## src/rtl/core_pkg.sv

```systemverilog
// rtl/core_pkg.sv - shared integer-core constants and the writeback request type
package core_pkg;

   localparam int XLEN       = 32;
   localparam int REG_ADDR_W = 5;
   localparam int NREGS      = 32;
   localparam int CNTW       = 2;

   typedef struct packed {
      logic [REG_ADDR_W-1:0] rd;
      logic [XLEN-1:0]       data;
   } wb_req_t;

endpackage

```

## src/rtl/writeback_unit_if.sv

```systemverilog
// rtl/writeback_unit_if.sv - result sources, issue query, operand lookup and write port bundle
interface writeback_unit_if;
   import core_pkg::*;

   logic                  issue_valid;
   logic [REG_ADDR_W-1:0] issue_rd;
   logic                  issue_ready;

   logic                  alu_valid;
   logic [REG_ADDR_W-1:0] alu_rd;
   logic [XLEN-1:0]       alu_data;
   logic                  alu_ready;

   logic                  mem_valid;
   logic [REG_ADDR_W-1:0] mem_rd;
   logic [XLEN-1:0]       mem_data;
   logic                  mem_ready;

   logic [REG_ADDR_W-1:0] rs1;
   logic [REG_ADDR_W-1:0] rs2;
   logic                  rs1_busy;
   logic                  rs2_busy;
   logic                  rs1_fwd_valid;
   logic                  rs2_fwd_valid;
   logic [XLEN-1:0]       rs1_fwd_data;
   logic [XLEN-1:0]       rs2_fwd_data;

   logic                  wb_we;
   logic [REG_ADDR_W-1:0] wb_rd;
   logic [XLEN-1:0]       wb_data;

   modport slave (
      input  issue_valid, issue_rd,
      output issue_ready,
      input  alu_valid, alu_rd, alu_data,
      output alu_ready,
      input  mem_valid, mem_rd, mem_data,
      output mem_ready,
      input  rs1, rs2,
      output rs1_busy, rs2_busy, rs1_fwd_valid, rs2_fwd_valid, rs1_fwd_data, rs2_fwd_data,
      output wb_we, wb_rd, wb_data
   );

   modport master (
      output issue_valid, issue_rd,
      input  issue_ready,
      output alu_valid, alu_rd, alu_data,
      input  alu_ready,
      output mem_valid, mem_rd, mem_data,
      input  mem_ready,
      output rs1, rs2,
      input  rs1_busy, rs2_busy, rs1_fwd_valid, rs2_fwd_valid, rs1_fwd_data, rs2_fwd_data,
      input  wb_we, wb_rd, wb_data
   );

endinterface

```

## src/rtl/writeback_unit_scoreboard.sv

```systemverilog
// rtl/writeback_unit_scoreboard.sv - per-register pending-write counters and busy lookups
module wb_scoreboard #(
   parameter int NREGS = core_pkg::NREGS,
   parameter int CNTW  = core_pkg::CNTW
) (
   input  logic                            clk,
   input  logic                            rst,
   input  logic                            issue_valid,
   input  logic [core_pkg::REG_ADDR_W-1:0] issue_rd,
   output logic                            issue_ready,
   input  logic                            dec_valid,
   input  logic [core_pkg::REG_ADDR_W-1:0] dec_rd,
   input  logic [core_pkg::REG_ADDR_W-1:0] rs1,
   input  logic [core_pkg::REG_ADDR_W-1:0] rs2,
   output logic                            rs1_busy,
   output logic                            rs2_busy
);
   import core_pkg::*;

   localparam logic [CNTW-1:0] CNT_MAX = '1;

   logic [CNTW-1:0] cnt [NREGS];
   logic            issue_fire;

   // A saturated counter blocks further issue to that register; x0 never blocks
   always_comb begin
      issue_ready = (issue_rd == '0) || (cnt[issue_rd] != CNT_MAX);
      issue_fire  = issue_valid && issue_ready && (issue_rd != '0);
   end

   // Increment on accepted issue, decrement on grant; both together cancel, and x0 stays zero
   always_ff @(posedge clk) begin
      cnt[0] <= '0;
      for (int r = 1; r < NREGS; r++) begin
         if (rst) begin
            cnt[r] <= '0;
         end else begin
            if (issue_fire && (issue_rd == REG_ADDR_W'(r)) &&
                !(dec_valid && (dec_rd == REG_ADDR_W'(r)))) begin
               cnt[r] <= cnt[r] + CNTW'(1);
            end else if (dec_valid && (dec_rd == REG_ADDR_W'(r)) &&
                         !(issue_fire && (issue_rd == REG_ADDR_W'(r))) &&
                         (cnt[r] != '0)) begin
               cnt[r] <= cnt[r] - CNTW'(1);
            end
         end
      end
   end

   // Operand busy reflects any write not yet taken into the stage register
   always_comb begin
      rs1_busy = (cnt[rs1] != '0);
      rs2_busy = (cnt[rs2] != '0);
   end

endmodule

```

## src/rtl/writeback_unit.sv

```systemverilog
// rtl/writeback_unit.sv - arbitrates ALU/load results onto the register file write port
module writeback_unit #(
   parameter int XLEN  = core_pkg::XLEN,
   parameter int NREGS = core_pkg::NREGS,
   parameter int CNTW  = core_pkg::CNTW
) (
   input  logic              clk,
   input  logic              rst,
   writeback_unit_if.slave   bus
);
   import core_pkg::*;

   wb_req_t               grant;
   logic                  grant_valid;
   logic                  stage_we;
   logic [REG_ADDR_W-1:0] stage_rd;
   logic [XLEN-1:0]       stage_data;

   // Loads win the port outright; the ALU only goes when no load is offered
   always_comb begin
      bus.mem_ready = 1'b1;
      bus.alu_ready = !bus.mem_valid;
      grant_valid   = bus.mem_valid || bus.alu_valid;
      if (bus.mem_valid) begin
         grant.rd   = bus.mem_rd;
         grant.data = bus.mem_data;
      end else begin
         grant.rd   = bus.alu_rd;
         grant.data = bus.alu_data;
      end
   end

   // Stage register feeding the register file; address/data hold while idle
   always_ff @(posedge clk) begin
      if (rst) begin
         stage_we   <= 1'b0;
         stage_rd   <= '0;
         stage_data <= '0;
      end else if (grant_valid) begin
         stage_we   <= (grant.rd != '0);
         stage_rd   <= grant.rd;
         stage_data <= grant.data;
      end else begin
         stage_we   <= 1'b0;
      end
   end

   // Bypass the value sitting on the write port before the register file shows it
   always_comb begin
      bus.wb_we         = stage_we;
      bus.wb_rd         = stage_rd;
      bus.wb_data       = stage_data;
      bus.rs1_fwd_valid = stage_we && (stage_rd == bus.rs1) && (bus.rs1 != '0);
      bus.rs2_fwd_valid = stage_we && (stage_rd == bus.rs2) && (bus.rs2 != '0);
      bus.rs1_fwd_data  = stage_data;
      bus.rs2_fwd_data  = stage_data;
   end

   wb_scoreboard #(
      .NREGS (NREGS),
      .CNTW  (CNTW)
   ) u_scoreboard (
      .clk         (clk),
      .rst         (rst),
      .issue_valid (bus.issue_valid),
      .issue_rd    (bus.issue_rd),
      .issue_ready (bus.issue_ready),
      .dec_valid   (grant_valid),
      .dec_rd      (grant.rd),
      .rs1         (bus.rs1),
      .rs2         (bus.rs2),
      .rs1_busy    (bus.rs1_busy),
      .rs2_busy    (bus.rs2_busy)
   );

endmodule

```

## src/flat_wrapper.sv

```systemverilog
// flat-port wrapper written by rule: the top's interface ports become plain ports
module writeback_unit_flat import core_pkg::*;
#(
   parameter int XLEN  = core_pkg::XLEN,
   parameter int NREGS = core_pkg::NREGS,
   parameter int CNTW  = core_pkg::CNTW
)
  (clk, rst, bus_issue_valid, bus_issue_rd, bus_issue_ready, bus_alu_valid, bus_alu_rd, bus_alu_data, bus_alu_ready, bus_mem_valid, bus_mem_rd, bus_mem_data, bus_mem_ready, bus_rs1, bus_rs2, bus_rs1_busy, bus_rs2_busy, bus_rs1_fwd_valid, bus_rs2_fwd_valid, bus_rs1_fwd_data, bus_rs2_fwd_data, bus_wb_we, bus_wb_rd, bus_wb_data);
  writeback_unit_if bus_i ();
  input  logic clk;
  input  logic rst;
  input wire logic [$bits(bus_i.issue_valid)-1:0] bus_issue_valid;
  input wire logic [$bits(bus_i.issue_rd)-1:0] bus_issue_rd;
  output wire logic [$bits(bus_i.issue_ready)-1:0] bus_issue_ready;
  input wire logic [$bits(bus_i.alu_valid)-1:0] bus_alu_valid;
  input wire logic [$bits(bus_i.alu_rd)-1:0] bus_alu_rd;
  input wire logic [$bits(bus_i.alu_data)-1:0] bus_alu_data;
  output wire logic [$bits(bus_i.alu_ready)-1:0] bus_alu_ready;
  input wire logic [$bits(bus_i.mem_valid)-1:0] bus_mem_valid;
  input wire logic [$bits(bus_i.mem_rd)-1:0] bus_mem_rd;
  input wire logic [$bits(bus_i.mem_data)-1:0] bus_mem_data;
  output wire logic [$bits(bus_i.mem_ready)-1:0] bus_mem_ready;
  input wire logic [$bits(bus_i.rs1)-1:0] bus_rs1;
  input wire logic [$bits(bus_i.rs2)-1:0] bus_rs2;
  output wire logic [$bits(bus_i.rs1_busy)-1:0] bus_rs1_busy;
  output wire logic [$bits(bus_i.rs2_busy)-1:0] bus_rs2_busy;
  output wire logic [$bits(bus_i.rs1_fwd_valid)-1:0] bus_rs1_fwd_valid;
  output wire logic [$bits(bus_i.rs2_fwd_valid)-1:0] bus_rs2_fwd_valid;
  output wire logic [$bits(bus_i.rs1_fwd_data)-1:0] bus_rs1_fwd_data;
  output wire logic [$bits(bus_i.rs2_fwd_data)-1:0] bus_rs2_fwd_data;
  output wire logic [$bits(bus_i.wb_we)-1:0] bus_wb_we;
  output wire logic [$bits(bus_i.wb_rd)-1:0] bus_wb_rd;
  output wire logic [$bits(bus_i.wb_data)-1:0] bus_wb_data;
  assign bus_i.issue_valid = bus_issue_valid;
  assign bus_i.issue_rd = bus_issue_rd;
  assign bus_issue_ready = bus_i.issue_ready;
  assign bus_i.alu_valid = bus_alu_valid;
  assign bus_i.alu_rd = bus_alu_rd;
  assign bus_i.alu_data = bus_alu_data;
  assign bus_alu_ready = bus_i.alu_ready;
  assign bus_i.mem_valid = bus_mem_valid;
  assign bus_i.mem_rd = bus_mem_rd;
  assign bus_i.mem_data = bus_mem_data;
  assign bus_mem_ready = bus_i.mem_ready;
  assign bus_i.rs1 = bus_rs1;
  assign bus_i.rs2 = bus_rs2;
  assign bus_rs1_busy = bus_i.rs1_busy;
  assign bus_rs2_busy = bus_i.rs2_busy;
  assign bus_rs1_fwd_valid = bus_i.rs1_fwd_valid;
  assign bus_rs2_fwd_valid = bus_i.rs2_fwd_valid;
  assign bus_rs1_fwd_data = bus_i.rs1_fwd_data;
  assign bus_rs2_fwd_data = bus_i.rs2_fwd_data;
  assign bus_wb_we = bus_i.wb_we;
  assign bus_wb_rd = bus_i.wb_rd;
  assign bus_wb_data = bus_i.wb_data;
  writeback_unit #(.XLEN(XLEN), .NREGS(NREGS), .CNTW(CNTW)) u_core (.clk(clk), .rst(rst), .bus(bus_i));
endmodule
```

## config.mk

```make
export PLATFORM = sky130hd
export DESIGN_NAME = writeback_unit_flat
export DESIGN_NICKNAME = d
export VERILOG_FILES = /design/src/rtl/core_pkg.sv /design/src/rtl/writeback_unit_if.sv /design/src/rtl/writeback_unit_scoreboard.sv /design/src/rtl/writeback_unit.sv /design/src/flat_wrapper.sv
export SDC_FILE = /design/constraint.sdc
export NUM_CORES = 1
export LEC_CHECK = 0
export ABC_AREA = 1
export CORE_MARGIN = 2
export CORE_UTILIZATION = 48
export CTS_BUF_LIST = sky130_fd_sc_hd__clkbuf_8
export DETAILED_ROUTE_END_ITERATION = 8
export HOLD_SLACK_MARGIN = 0.02
export MAX_ROUTING_LAYER = met4
export PLACE_DENSITY = 0.8
export SLEW_MARGIN = 10
export SYNTH_ARGS = -nofsm -noshare
export SYNTH_HDL_FRONTEND = slang
export SYNTH_HIERARCHICAL = 1
export SYNTH_SLANG_ARGS = --single-unit
```

## constraint.sdc

```tcl
create_clock -name clk -period 2.1 [get_ports clk]
set_input_delay 0.315 -clock clk [delete_from_list [all_inputs] [get_ports clk]]
set_output_delay 0.315 -clock clk [all_outputs]
set_load 0.05 [all_outputs]
```

Word-level counts from Yosys, hierarchy flattened
Memory sizes are Yosys's and may differ from the RTL's.
Index checks and enable logic that the tools add are counted.
- mux-type cells: 282
- equality and inequality tests: 65
- multipliers: 0
- divide/modulo/power cells: 0
- magnitude comparators: 0
- shifts and indexed selects: 0
- bitwise gates (word level): 63
- $add $sub $neg: 62
- reduce and logical (&&, ||, !) cells: 265
- operators with widths (cell ; number):
    $mux W1 ; 219
    $logic_and A1 B1 Y1 ; 161
    $eq A5 B5 Y1 const B ; 32
    $mux W2 ; 62
    $eq A5 B4 Y1 const B ; 16
    $reduce_bool A2 Y1 ; 33
    $logic_not A1 Y1 ; 63
    $add A2 B1 Y2 const B ; 31
    $or A1 B1 Y1 ; 62
    $sub A2 B1 Y2 const B ; 31
    $eq A5 B3 Y1 const B ; 8
    $mux W37 ; 1
    $eq A5 B2 Y1 const B ; 4
    $reduce_bool A5 Y1 ; 4
    $eq A5 B1 Y1 const B ; 2
    $eq A5 B5 Y1 ; 2
    $logic_not A5 Y1 ; 1
    $logic_or A1 B1 Y1 ; 2
    $ne A2 B2 Y1 const B ; 1
    $reduce_or A2 Y1 ; 1
    $not A1 Y1 ; 1
- output and inout port bits: 109
- input bits: 94
- bits in registers: 38
- logic and storage cells: 741
- ROM bits: 0
- memories: 1
- memory bits (writable): 64
- latch bits: 0
- memory list (name ; depth ; bits a word ; rd ports ; clocked after Yosys merged registers in ; write ports ; RTL line ; RTL):
    u_core.u_scoreboard.cnt ; 32 ; 2 ; 34 ; 0 ; 32 ; writeback_unit_scoreboard.sv:22 ; logic [CNTW-1:0] cnt [NREGS];

Logic depth before layout (Yosys ltp)
Gate-level depths: netlist of the first run.
An unclocked memory read counts as a cell.
- depth in word-level cells: 14
- mapped depth: 18
- mapped depth without buffers: 16

Cells and area by module
The synthesis of the first run kept the hierarchy.
- by module, submodules not included (module ; area an instance (um^2) ; instances ; seq. area each (um^2) ; cells each):
    wb_scoreboard ; 6284.8 ; 1 ; 1861.8 ; 981
    writeback_unit ; 2466.1 ; 1 ; 760.7 ; 403

Worst setup path before layout of the first run
No wires, ideal clock.
- path type: input-to-output
- start: input bus_rs2[1]
- end: output bus_rs2_busy
- cell stages on the path: 7
- path slack: -0.356 ns
- data arrival time: 2.141 ns
- data required time: 1.785 ns
- path through: clkbuf_1 > inv_1 > a31oi_1 > o311ai_0 > nand3_1 > nand2_1 > o21ai_0
- longest elaborated chain between the ends: 2
- RTL lines (item ; RTL line ; RTL):
    start: declaration ; flat_wrapper.sv:24 ; input wire logic [$bits(bus_i.rs2)-1:0] bus_rs2;
    $mem_v2 Z32 W2 ; n/a ;
    $reduce_bool A2 Y1 ; writeback_unit_scoreboard.sv:53 ; rs2_busy = (cnt[rs2] != '0);
    end: declaration ; flat_wrapper.sv:26 ; output wire logic [$bits(bus_i.rs2_busy)-1:0] bus_rs2_busy;
No other way between the ends.

==> run metrics, run 1 <==
clock slew at reported path FFs=0.11 ns; Worst EP required=2.33 ns; Synth Flop Type=edfxtp_1; Synth top area share=21.3%; max_cap viols=0; Worst Max-Slew Pin Slew=0.753 ns; vias in the first global route=10700; GR Util All Layers=34.9%; I/O pin count=203; synth warn=6; placed cell areas=11800 sq um; global-route wire length before repair=53000 um; Starting Density=48.9%; H-Tree Level Count=3; DIE AREA=19300 sq um; Final Hold Viols=0; final WL=36400 um; chip height=139 um; layout cells sized above 1=25.0%; die width=139 um; Final setup viols=127; CTS tree=built; Async SR Flop Fraction=0%; Final min period=2.36 ns; Core Rows=49; final setup margin=-0.261 ns; number of diodes=0; I/O Buffers=201; area delta synth->final=54.1%; Post-CTS Hold Fix Bufs=0; Critical Path End Type=flop; most common cell in the netlist=nand2_1; worst skew pair latency=0.40 ns; Layout fillers=1228; Slew headroom=49.4%; FF+latch count, synth=100; clk_skew=0.0143 ns; status=finished, violations left; Mapped Nets=1508; failing checks=negative setup slack; Via density=5.84; Core Area=17900 sq um; syn_area_per_cell=6.32 sq um; leakage=6.44 nW; TritonCTS buffer count=9; Final Non-Filler Cells=1934; Final Cycle Share=112%; Max Slew Vio Count=0; GPL Wtd Cong=0.993; post-synth cell types=40; Final Util=75.3%; drt first-iter violations=1545; Pre-antenna DRT Iters=6; maximum clock path buffer count=2; root buf cell=clkbuf_8; Clock Sinks=100; Cells after DPL=1882; crit path max fanout=5; post-DP HPWL=24000 um; FF+latch area=2620 sq um; HP Class=input pin to flop; RSZ-0062 raised after global routing=true; EDFF count, synth=62; Max Clk Rate=0.423 GHz; Max VDD drop=0.396 mV; Syn Inst Count=1384; routed len/inst=18.8 um; # nets final=1824; remaining global-route overflow=0; DRC errors left=0; largest net degree at the start of global routing=40; Crit Path Category=flop to flop; top cells by count, synth=nand2_1, inv_1, nand3_1; cell taking the most area after synthesis=edfxtp_1; WP data arrival=2.59 ns; Multi-input gate area=5430 sq um; Synth area leaders=edfxtp_1, nand2_1, nand3_1; initial antenna violation count=0; fin area=13500 sq um; Worst Setup Start Kind=flop; register area share after synthesis=30.0%; Routed Antenna Nets=0; PwrDens=456 nW/um^2; Mapped Area=8750 sq um; Setup WS pre-CTS=-0.859 ns; vias post-DR=11300
-- where the power goes --
group | total [mW] | switching [mW] | internal [mW] | leakage, nW
Clock | 1.36 | 0.788 | 0.571 | 0.106
Combinational | 2.49 | 1.50 | 0.988 | 5.38
Sequential | 2.30 | 0.111 | 2.19 | 0.957
-- sequential cells by signal, summed over array words and instances (netlist names) --
signal,flops
u_core/bus.wb_rd,5
u_core/bus.rs1_fwd_data,32
u_core/u_scoreboard/cnt,62
u_core/bus.wb_we,1
-- logic make-up after synthesis --
| family | share of synthesized area, % |
|---|---|
| AND/OR/NAND/NOR | 40.1 |
| buffers and inverters | 18.1 |
| AO/OA/AOI/OAI | 7.31 |
| flip-flops | 30.0 |
| adder cells (fa/ha/maj) | 4.29 |
| XOR/XNOR | 0.200 |
| other | 0.0429 |
-- cell type report --
class | count | share of cell area, %
multi-input cells | 951 | 40.3
repair buffers | 424 | 30.6
inverters | 214 | 6.06
flip-flops and latches | 100 | 19.5
clock inverters | 7 | 0.612
clock buffers | 9 | 0.919
well taps | 229 | 2.13
-- critical path: stages, from the launching register on --
cell,delay [ns]
edfxtp_1,0.45
nand2_1,0.10
nand2_1,0.08
nand2_1,0.08
nand2_1,0.06
nand2_1,0.09
nand2_1,0.07
inv_1,0.06
nand2_1,0.09
nand3_4,0.12
nand2_4,0.07
nor2_4,0.14
buf_6,0.16
buf_12,0.12
clkbuf_16,0.14
nand4_1,0.11
a21oi_1,0.24
-- stage by stage --
stage / power, mW / hold slack [ns] / setup TNS [ns]
after floorplan: 3.60 / 0.506 / 0
after global placement: 4.39 / 0.546 / -85.03
after detailed placement: 4.43 / 0.563 / -94.71
after CTS: 5.95 / 0.524 / -1.66
after global routing: 6.36 / 0.549 / -28.04
final: 6.14 / 0.535 / -17.85
-- worst paths after layout --
check,startpoint,end,slack (ns),cells past startpoint
setup / recovery,u_core/u_scoreboard/cnt[15][0]$_DFFE_PP_,u_core/u_scoreboard/cnt[1][0]$_DFFE_PP_,-0.26,16
hold / removal,bus_alu_data[20],u_core/bus.rs1_fwd_data[20]$_SDFFE_PP0N_,0.54,5
setup reg to reg,u_core/u_scoreboard/cnt[15][0]$_DFFE_PP_,u_core/u_scoreboard/cnt[1][0]$_DFFE_PP_,-0.26,16
hold reg to reg,u_core/bus.wb_rd[2]$_SDFFE_PP0N_,u_core/bus.wb_rd[2]$_SDFFE_PP0N_,0.59,2
-- layout by cell type (no fill, tap or decap), types with 3 or more instances in the layout --
cell type	count
dfxtp_1	38
nand3b_1	11
o2111ai_1	8
inv_4	3
a21oi_1	28
nand3_4	22
ha_1	30
nand4_1	51
nand3_2	40
nor2_2	15
o211ai_1	3
nor3_2	12
a31oi_1	4
buf_12	22
o21ai_2	7
nand2_4	10
nand2_1	413
nor3_1	48
edfxtp_1	62
o21ai_1	15
buf_6	18
nor2_1	41
a21oi_2	9
nand2_2	38
buf_4	181
nor2_4	6
clkbuf_16	4
inv_1	200
o21ai_0	26
inv_2	9
nand3_1	96
clkdlybuf4s50_1	185
buf_8	3
clkbuf_8	9
clkinv_4	3
dlygate4sd2_1	6
-- metal layers --
layer | vias to the layer above | wire [um] | track usage, %
li1 | 5068 | - | -
met5 | - | 0 | -
met1 | 5055 | 12500 | 39.5
met3 | 280 | 4040 | 6.53
met4 | 0 | 2650 | 20.9
met2 | 899 | 17200 | 57.5
-- what timing repair did --
action | 4_1_cts | 5_1_grt
setup endpoints to repair | 128 | 129
pin swaps | 20 | 45
setup buffers | 21 | 12
resized for setup | 141 | 132
cloned | 5 | 4
Power figures use the tool's default switching activity.
==> run 2: changes to the inputs <==
--- a/config.mk
+++ b/config.mk
@@ -6,10 +6,12 @@
 export NUM_CORES = 1
 export LEC_CHECK = 0
 export ABC_AREA = 1
-export CORE_MARGIN = 2
+export CAP_MARGIN = 20
+export CORE_MARGIN = 5
 export CORE_UTILIZATION = 48
 export CTS_BUF_LIST = sky130_fd_sc_hd__clkbuf_8
 export DETAILED_ROUTE_END_ITERATION = 8
+export GPL_ROUTABILITY_DRIVEN = 0
 export HOLD_SLACK_MARGIN = 0.02
 export MAX_ROUTING_LAYER = met4
 export PLACE_DENSITY = 0.8
==> run metrics, run 2 (synthesized netlist as in run 1, its figures left out) <==
status=finished, violations left; failing checks=negative setup slack; Core Area=18000 sq um (+0.34%); CTS tree=built; max_cap viols=0 (unchanged); maximum clock path buffer count=2 (unchanged); Slew headroom=45.1% (-4.3 points); most common cell after layout, fill and taps aside=nand2_1; flop2flop setup slack=-0.25 ns (about the same); HP Class=input pin to flop; Worst Max-Slew Pin Slew=0.817 ns (+0.0646 ns); Routed Antenna Nets=0 (unchanged); crit path max fanout=5 (unchanged); Setup WS pre-CTS=-0.766 ns (+0.0928 ns); Starting Density=48.7% (-0.17 points); worst skew pair latency=0.42 ns (+0.02 ns); Final min period=2.35 ns (-0.0105 ns); die width=145 um (+4.3%); H-Tree Level Count=3 (unchanged); I/O pin count=203 (unchanged); max reg flops=62 (unchanged); Worst EP required=2.25 ns (-0.08 ns); worst-path cell chain=buf_6, nand2_2, nand2_1, nand2_1, nand2_1, nand2_1, nand2_1, inv_1, nand2_1, nand3_2, nand2_4, nor2_4, buf_12, buf_6, nand4_1, nand3_2; met1 usage=37.7% (-1.9 points); area delta synth->final=52.4%; DIE AREA=21000 sq um (+8.8%); Fin Hold WS=0.519 ns (-0.0161 ns); Final Cycle Share=112% (-0.50 points); Critical Path End Type=flop; initial antenna violation count=0 (unchanged); root buf cell=clkbuf_8; TritonCTS buffer count=9 (unchanged); GR Util All Layers=31.8% (-3.1 points); vias in the first global route=10500 (-1.7%); RSZ-0062 raised after global routing=true; Crit Path Category=flop to flop; Final setup viols=124 (-2.4%); # nets final=1816 (-0.44%); Final Hold Viols=0 (unchanged); drt first-iter violations=1656 (+7.2%); chip height=145 um (+4.3%); Cells after DPL=1880 (-0.11%); final WL=36000 um (-1.1%); routed len/inst=18.7 um (-0.73%); Final Util=74.2% (-1.1 points); PwrDens=459 nW/um^2 (+0.67%); Max VDD drop=0.494 mV (+25%); grt met2 use=50.0% (-7.5 points); Pre-antenna DRT Iters=7 (+1); remaining global-route overflow=0 (unchanged); GRT busiest layer=met2; largest net degree at the start of global routing=43 (+7.5%); clk_skew=0.0179 ns (+0.00365 ns); WP data arrival=2.50 ns (-0.09 ns); clock slew at reported path FFs=0.13 ns (+0.02 ns); leakage=6.39 nW (-0.81%); Worst Setup Start Kind=flop; CP most frequent cell=nand2_1; I/O Buffers=201 (unchanged); post-DP HPWL=24800 um (+3.5%); Worst path slowest cell=edfxtp_1; Clock Sinks=100 (unchanged); Max Clk Rate=0.425 GHz (+0.44%); final setup margin=-0.251 ns (+0.0105 ns); Core Rows=49 (unchanged); number of diodes=0 (unchanged); global-route wire length before repair=53600 um (+1.2%); M3 GR Usage=7.55% (+1.0 points); Max Slew Vio Count=0 (unchanged); most frequent cells in the layout=nand2_1, inv_1, clkdlybuf4s50_1; largest register by flop count=u_core/u_scoreboard/cnt; Final Non-Filler Cells=1926 (-0.41%); Worst path max stage delay=0.46 ns (about the same); DRC errors left=0 (unchanged); layout cells sized above 1=25.0% (+0.059 points); Via density=5.84 (about the same); vias post-DR=11300 (-0.42%)
-- run 2: metrics by stage --
step                power, mW  TNS, ns  cell area (sq um)
global placement         4.40   -72.99              11800
CTS                      5.95    -1.58              12800
detailed placement       4.43   -81.86              11800
finish                   6.12   -16.30              13300
global route             6.33   -26.89              13300
floorplan                3.60        0               8760
-- run 2: cell type report --
cell class | count | area (sq um)
clock buffers | 9 | 124
inverters | 214 | 816
repair buffers | 416 | 3960
well taps | 229 | 287
clock inverters | 7 | 91.3
multi-input cells | 951 | 5430
fillers | 1233 | 4630
flip-flops and latches | 100 | 2620
-- run 2: final timing paths --
kind	from	cells after the start	endpoint
max	u_core/u_scoreboard/cnt[16][0]$_SDFFCE_PN0P_	16	u_core/u_scoreboard/cnt[16][1]$_SDFFCE_PN0P_
min	bus_alu_data[12]	5	u_core/bus.rs1_fwd_data[12]$_SDFFE_PP0N_
max reg2reg	u_core/u_scoreboard/cnt[16][0]$_SDFFCE_PN0P_	16	u_core/u_scoreboard/cnt[16][1]$_SDFFCE_PN0P_
min reg2reg	u_core/bus.rs1_fwd_data[20]$_SDFFE_PP0N_	4	u_core/bus.rs1_fwd_data[20]$_SDFFE_PP0N_
-- run 2: power breakdown --
group / leakage [nW] / switching, mW / internal (mW) / total (mW)
clock: 0.105 / 0.894 / 0.482 / 1.38
sequential: 0.957 / 0.111 / 2.19 / 2.30
combinational: 5.33 / 1.48 / 0.961 / 2.44
-- run 2: what timing repair did --
item	CTS	global route
gates cloned	4	1
gates resized for setup	162	125
hold buffers	0	0
buffers inserted	21	9
hold endpoints to repair	0	0
pin swaps	38	53
endpoints found under the setup margin	127	128
-- run 2: critical path: cells and delay by family (launching register included) --
kind          cells  cell delay, ns
buf+inv           4            0.45
flops             1            0.46
simple gates     12            1.16
-- run 2: metal layers --
metal	vias to the layer above	wire, um
li1	5054	-
met1	5094	12600
met2	851	17100
met3	256	3950
met4	0	2330
met5	-	0
==> run 3: changes to the inputs <==
==> constraint.sdc (replaced) <==
create_clock -name clk -period 2.1 [get_ports clk]
set_input_delay 0.315 -clock clk [delete_from_list [all_inputs] [get_ports clk]]
set_output_delay 0.315 -clock clk [all_outputs]
set_load 0.02 [all_outputs]
==> run metrics, run 3 (synthesized netlist as in run 1, its figures left out) <==
status=finished, violations left; failing checks=negative setup slack; initial antenna violation count=0 (unchanged); Crit Path Category=flop to flop; Slew headroom=45.8% (+0.76 points); root buf cell=clkbuf_8; Fin Hold WS=0.406 ns (-0.114 ns); H-Tree Level Count=3 (unchanged); worst setup path start=u_core/u_scoreboard/cnt[11][1]$_DFFE_PP_; HP Class=input pin to flop; GR Util All Layers=31.9% (+0.17 points); # nets final=1838 (+1.2%); Sw Ratio=36.6% (-4.1 points); Post-CTS Hold Fix Bufs=0 (unchanged); Clock Sinks=100 (unchanged); RSZ-0062 raised after global routing=true; vias post-DR=11700 (+4.1%); maximum clock path buffer count=2 (unchanged); largest register by flop count=u_core/u_scoreboard/cnt; I/O Buffers=201 (unchanged); Worst path max stage delay=0.44 ns (-0.02 ns); layout cells sized above 1=24.7% (-0.32 points); Setup TNS=-40.40 ns (-24.10 ns); placed cell areas=11900 sq um (+0.77%); Comb pwr share=37.4% (-2.5 points); die width=145 um (unchanged); Max VDD drop=0.338 mV (-32%); TritonCTS buffer count=9 (unchanged); routed len/inst=20.3 um (+8.9%); DIE AREA=21000 sq um (unchanged); FF+latch area=2620 sq um (unchanged); I/O pin count=203 (unchanged); global-route wire length before repair=54000 um (+0.69%); Worst path slowest cell=edfxtp_1; Clock power frac=23.6% (+1.1 points); vias in the first global route=10600 (+1.5%); Final Util=75.8% (+1.6 points); Max Clk Rate=0.389 GHz (-8.6%); Switch Pwr=2.16 mW (-13%); Core Area=18000 sq um (unchanged); Routed Antenna Nets=0 (unchanged); WP data arrival=2.85 ns (+0.35 ns); largest net degree at the start of global routing=39 (-9.3%); Max Slew Vio Count=0 (unchanged); most frequent cells in the layout=nand2_1, inv_1, buf_4; Final setup viols=127 (+2.4%); Min-Delay Startpoint=bus_mem_valid; CP most frequent cell=nand2_1; area delta synth->final=55.7%; worst skew pair latency=0.42 ns (about the same); chip height=145 um (unchanged); max_cap viols=0 (unchanged); Seq pwr share=39.0% (+1.4 points); Pre-antenna DRT Iters=9 (+2); Starting Density=48.7% (unchanged); Final min period=2.57 ns (+0.221 ns); Via density=6.02 (+2.9%); Worst EP required=2.38 ns (+0.13 ns); Layout fillers=1164 (-5.6%); worst-path cell chain=buf_6, nand2_2, nand2_2, nand2_1, nand2_1, nand2_1, nand2_1, inv_1, nand2_1, nand3_2, nand2_2, buf_6, nor2_4, buf_12, buf_12, buf_12, nand4_1, a21oi_2; max reg flops=62 (unchanged); number of diodes=0 (unchanged); Multi-input gate area=5560 sq um (+2.5%); drt first-iter violations=2056 (+24%); CTS tree=built; Worst Setup Start Kind=flop; crit path max fanout=7 (+2); most common cell after layout, fill and taps aside=nand2_1; Critical Path End Type=flop; DRC errors left=0 (unchanged); cell internal pwr=3.75 mW (+3.4%); clk_skew=0.0244 ns (+0.00652 ns); final setup margin=-0.472 ns (-0.221 ns); r2r startpoint=u_core/u_scoreboard/cnt[11][1]$_DFFE_PP_; Worst Max-Slew Pin Slew=0.806 ns (-0.0119 ns); leakage=6.51 nW (+1.8%); Final Cycle Share=122% (+11 points); post-DP HPWL=25000 um (+0.80%); remaining global-route overflow=0 (unchanged); clock slew at reported path FFs=0.12 ns (about the same); Final Hold Viols=0 (unchanged); total power=5.92 mW (-3.3%); PwrDens=434 nW/um^2 (-5.3%); final WL=39600 um (+10%); Core Rows=49 (unchanged); fin area=13600 sq um (+2.2%)
run 3: cell count changes in the layout (fill, tap and decap cells not counted), moves of 5 or more:
| cell | before | now |
|---|---|---|
| buf_12 | 14 | 20 |
| inv_1 | 198 | 203 |
| nand2_1 | 417 | 435 |
| buf_6 | 21 | 13 |
| nand2_2 | 24 | 6 |
| nor3_2 | 12 | 20 |
| nor2_4 | 13 | 5 |
| nand3_4 | 9 | 26 |
| nand3_2 | 48 | 35 |
| buf_4 | 177 | 200 |
| nor3_1 | 47 | 38 |
| nor2_1 | 35 | 44 |
run 3: worst max-delay path, delay by kind of cell (launching register included):
kind,cells,cell delay [ns]
simple gates,11,1.01
flops,1,0.44
buf+inv,6,0.80
compound gates,1,0.19
run 3: layout make-up:
cell class | count | share of cell area [%]
Clock buffer | 9 | 0.909
Clock inverter | 7 | 0.569
Inverter | 214 | 5.90
Multi-Input combinational cell | 951 | 40.8
Sequential cell | 100 | 19.2
Tap cell | 229 | 2.10
Timing Repair Buffer | 438 | 30.4
run 3: final timing paths:
kind,end,slack [ns],cells after the start
max,u_core/u_scoreboard/cnt[23][0]$_DFFE_PP_,-0.47,18
min,u_core/bus.wb_rd[0]$_SDFFE_PP0N_,0.41,5
max reg2reg,u_core/u_scoreboard/cnt[23][0]$_DFFE_PP_,-0.47,18
min reg2reg,u_core/bus.wb_rd[0]$_SDFFE_PP0N_,0.58,2
run 3: routing by layer:
metal	global-route usage [%]	routed length (um)	part of all wire, %	vias to the layer above
li1	-	-	-	5106
met1	37.8	13400	34	5242
met2	50.5	18000	46	1022
met3	6.39	4910	12	348
met4	18.4	3260	8.2	0
met5	-	0	0	-
run 3: through the flow:
stage | cells | worst slack, ns
after CTS | 1928 | -0.122
final | 1948 | -0.472
after global routing | 1948 | -0.538
after global placement | 1889 | -0.747
after floorplan | 1384 | 0.0580
after detailed placement | 1889 | -0.770
run 3: repair_timing:
action	CTS	global route
cloned	5	4
pin swaps	24	45
hold endpoints to repair	0	0
endpoints found under the setup margin	129	129
setup buffers	18	23
gates resized for setup	164	134
run 3: power by group through the flow:
stage	logic (mW)	clock network (mW)	registers, mW
after floorplan	0.923	0	2.37
after global placement	1.75	0	2.34
after detailed placement	1.79	0	2.34
after CTS	1.97	1.38	2.30
after global routing	2.32	1.47	2.32
final	2.21	1.40	2.31
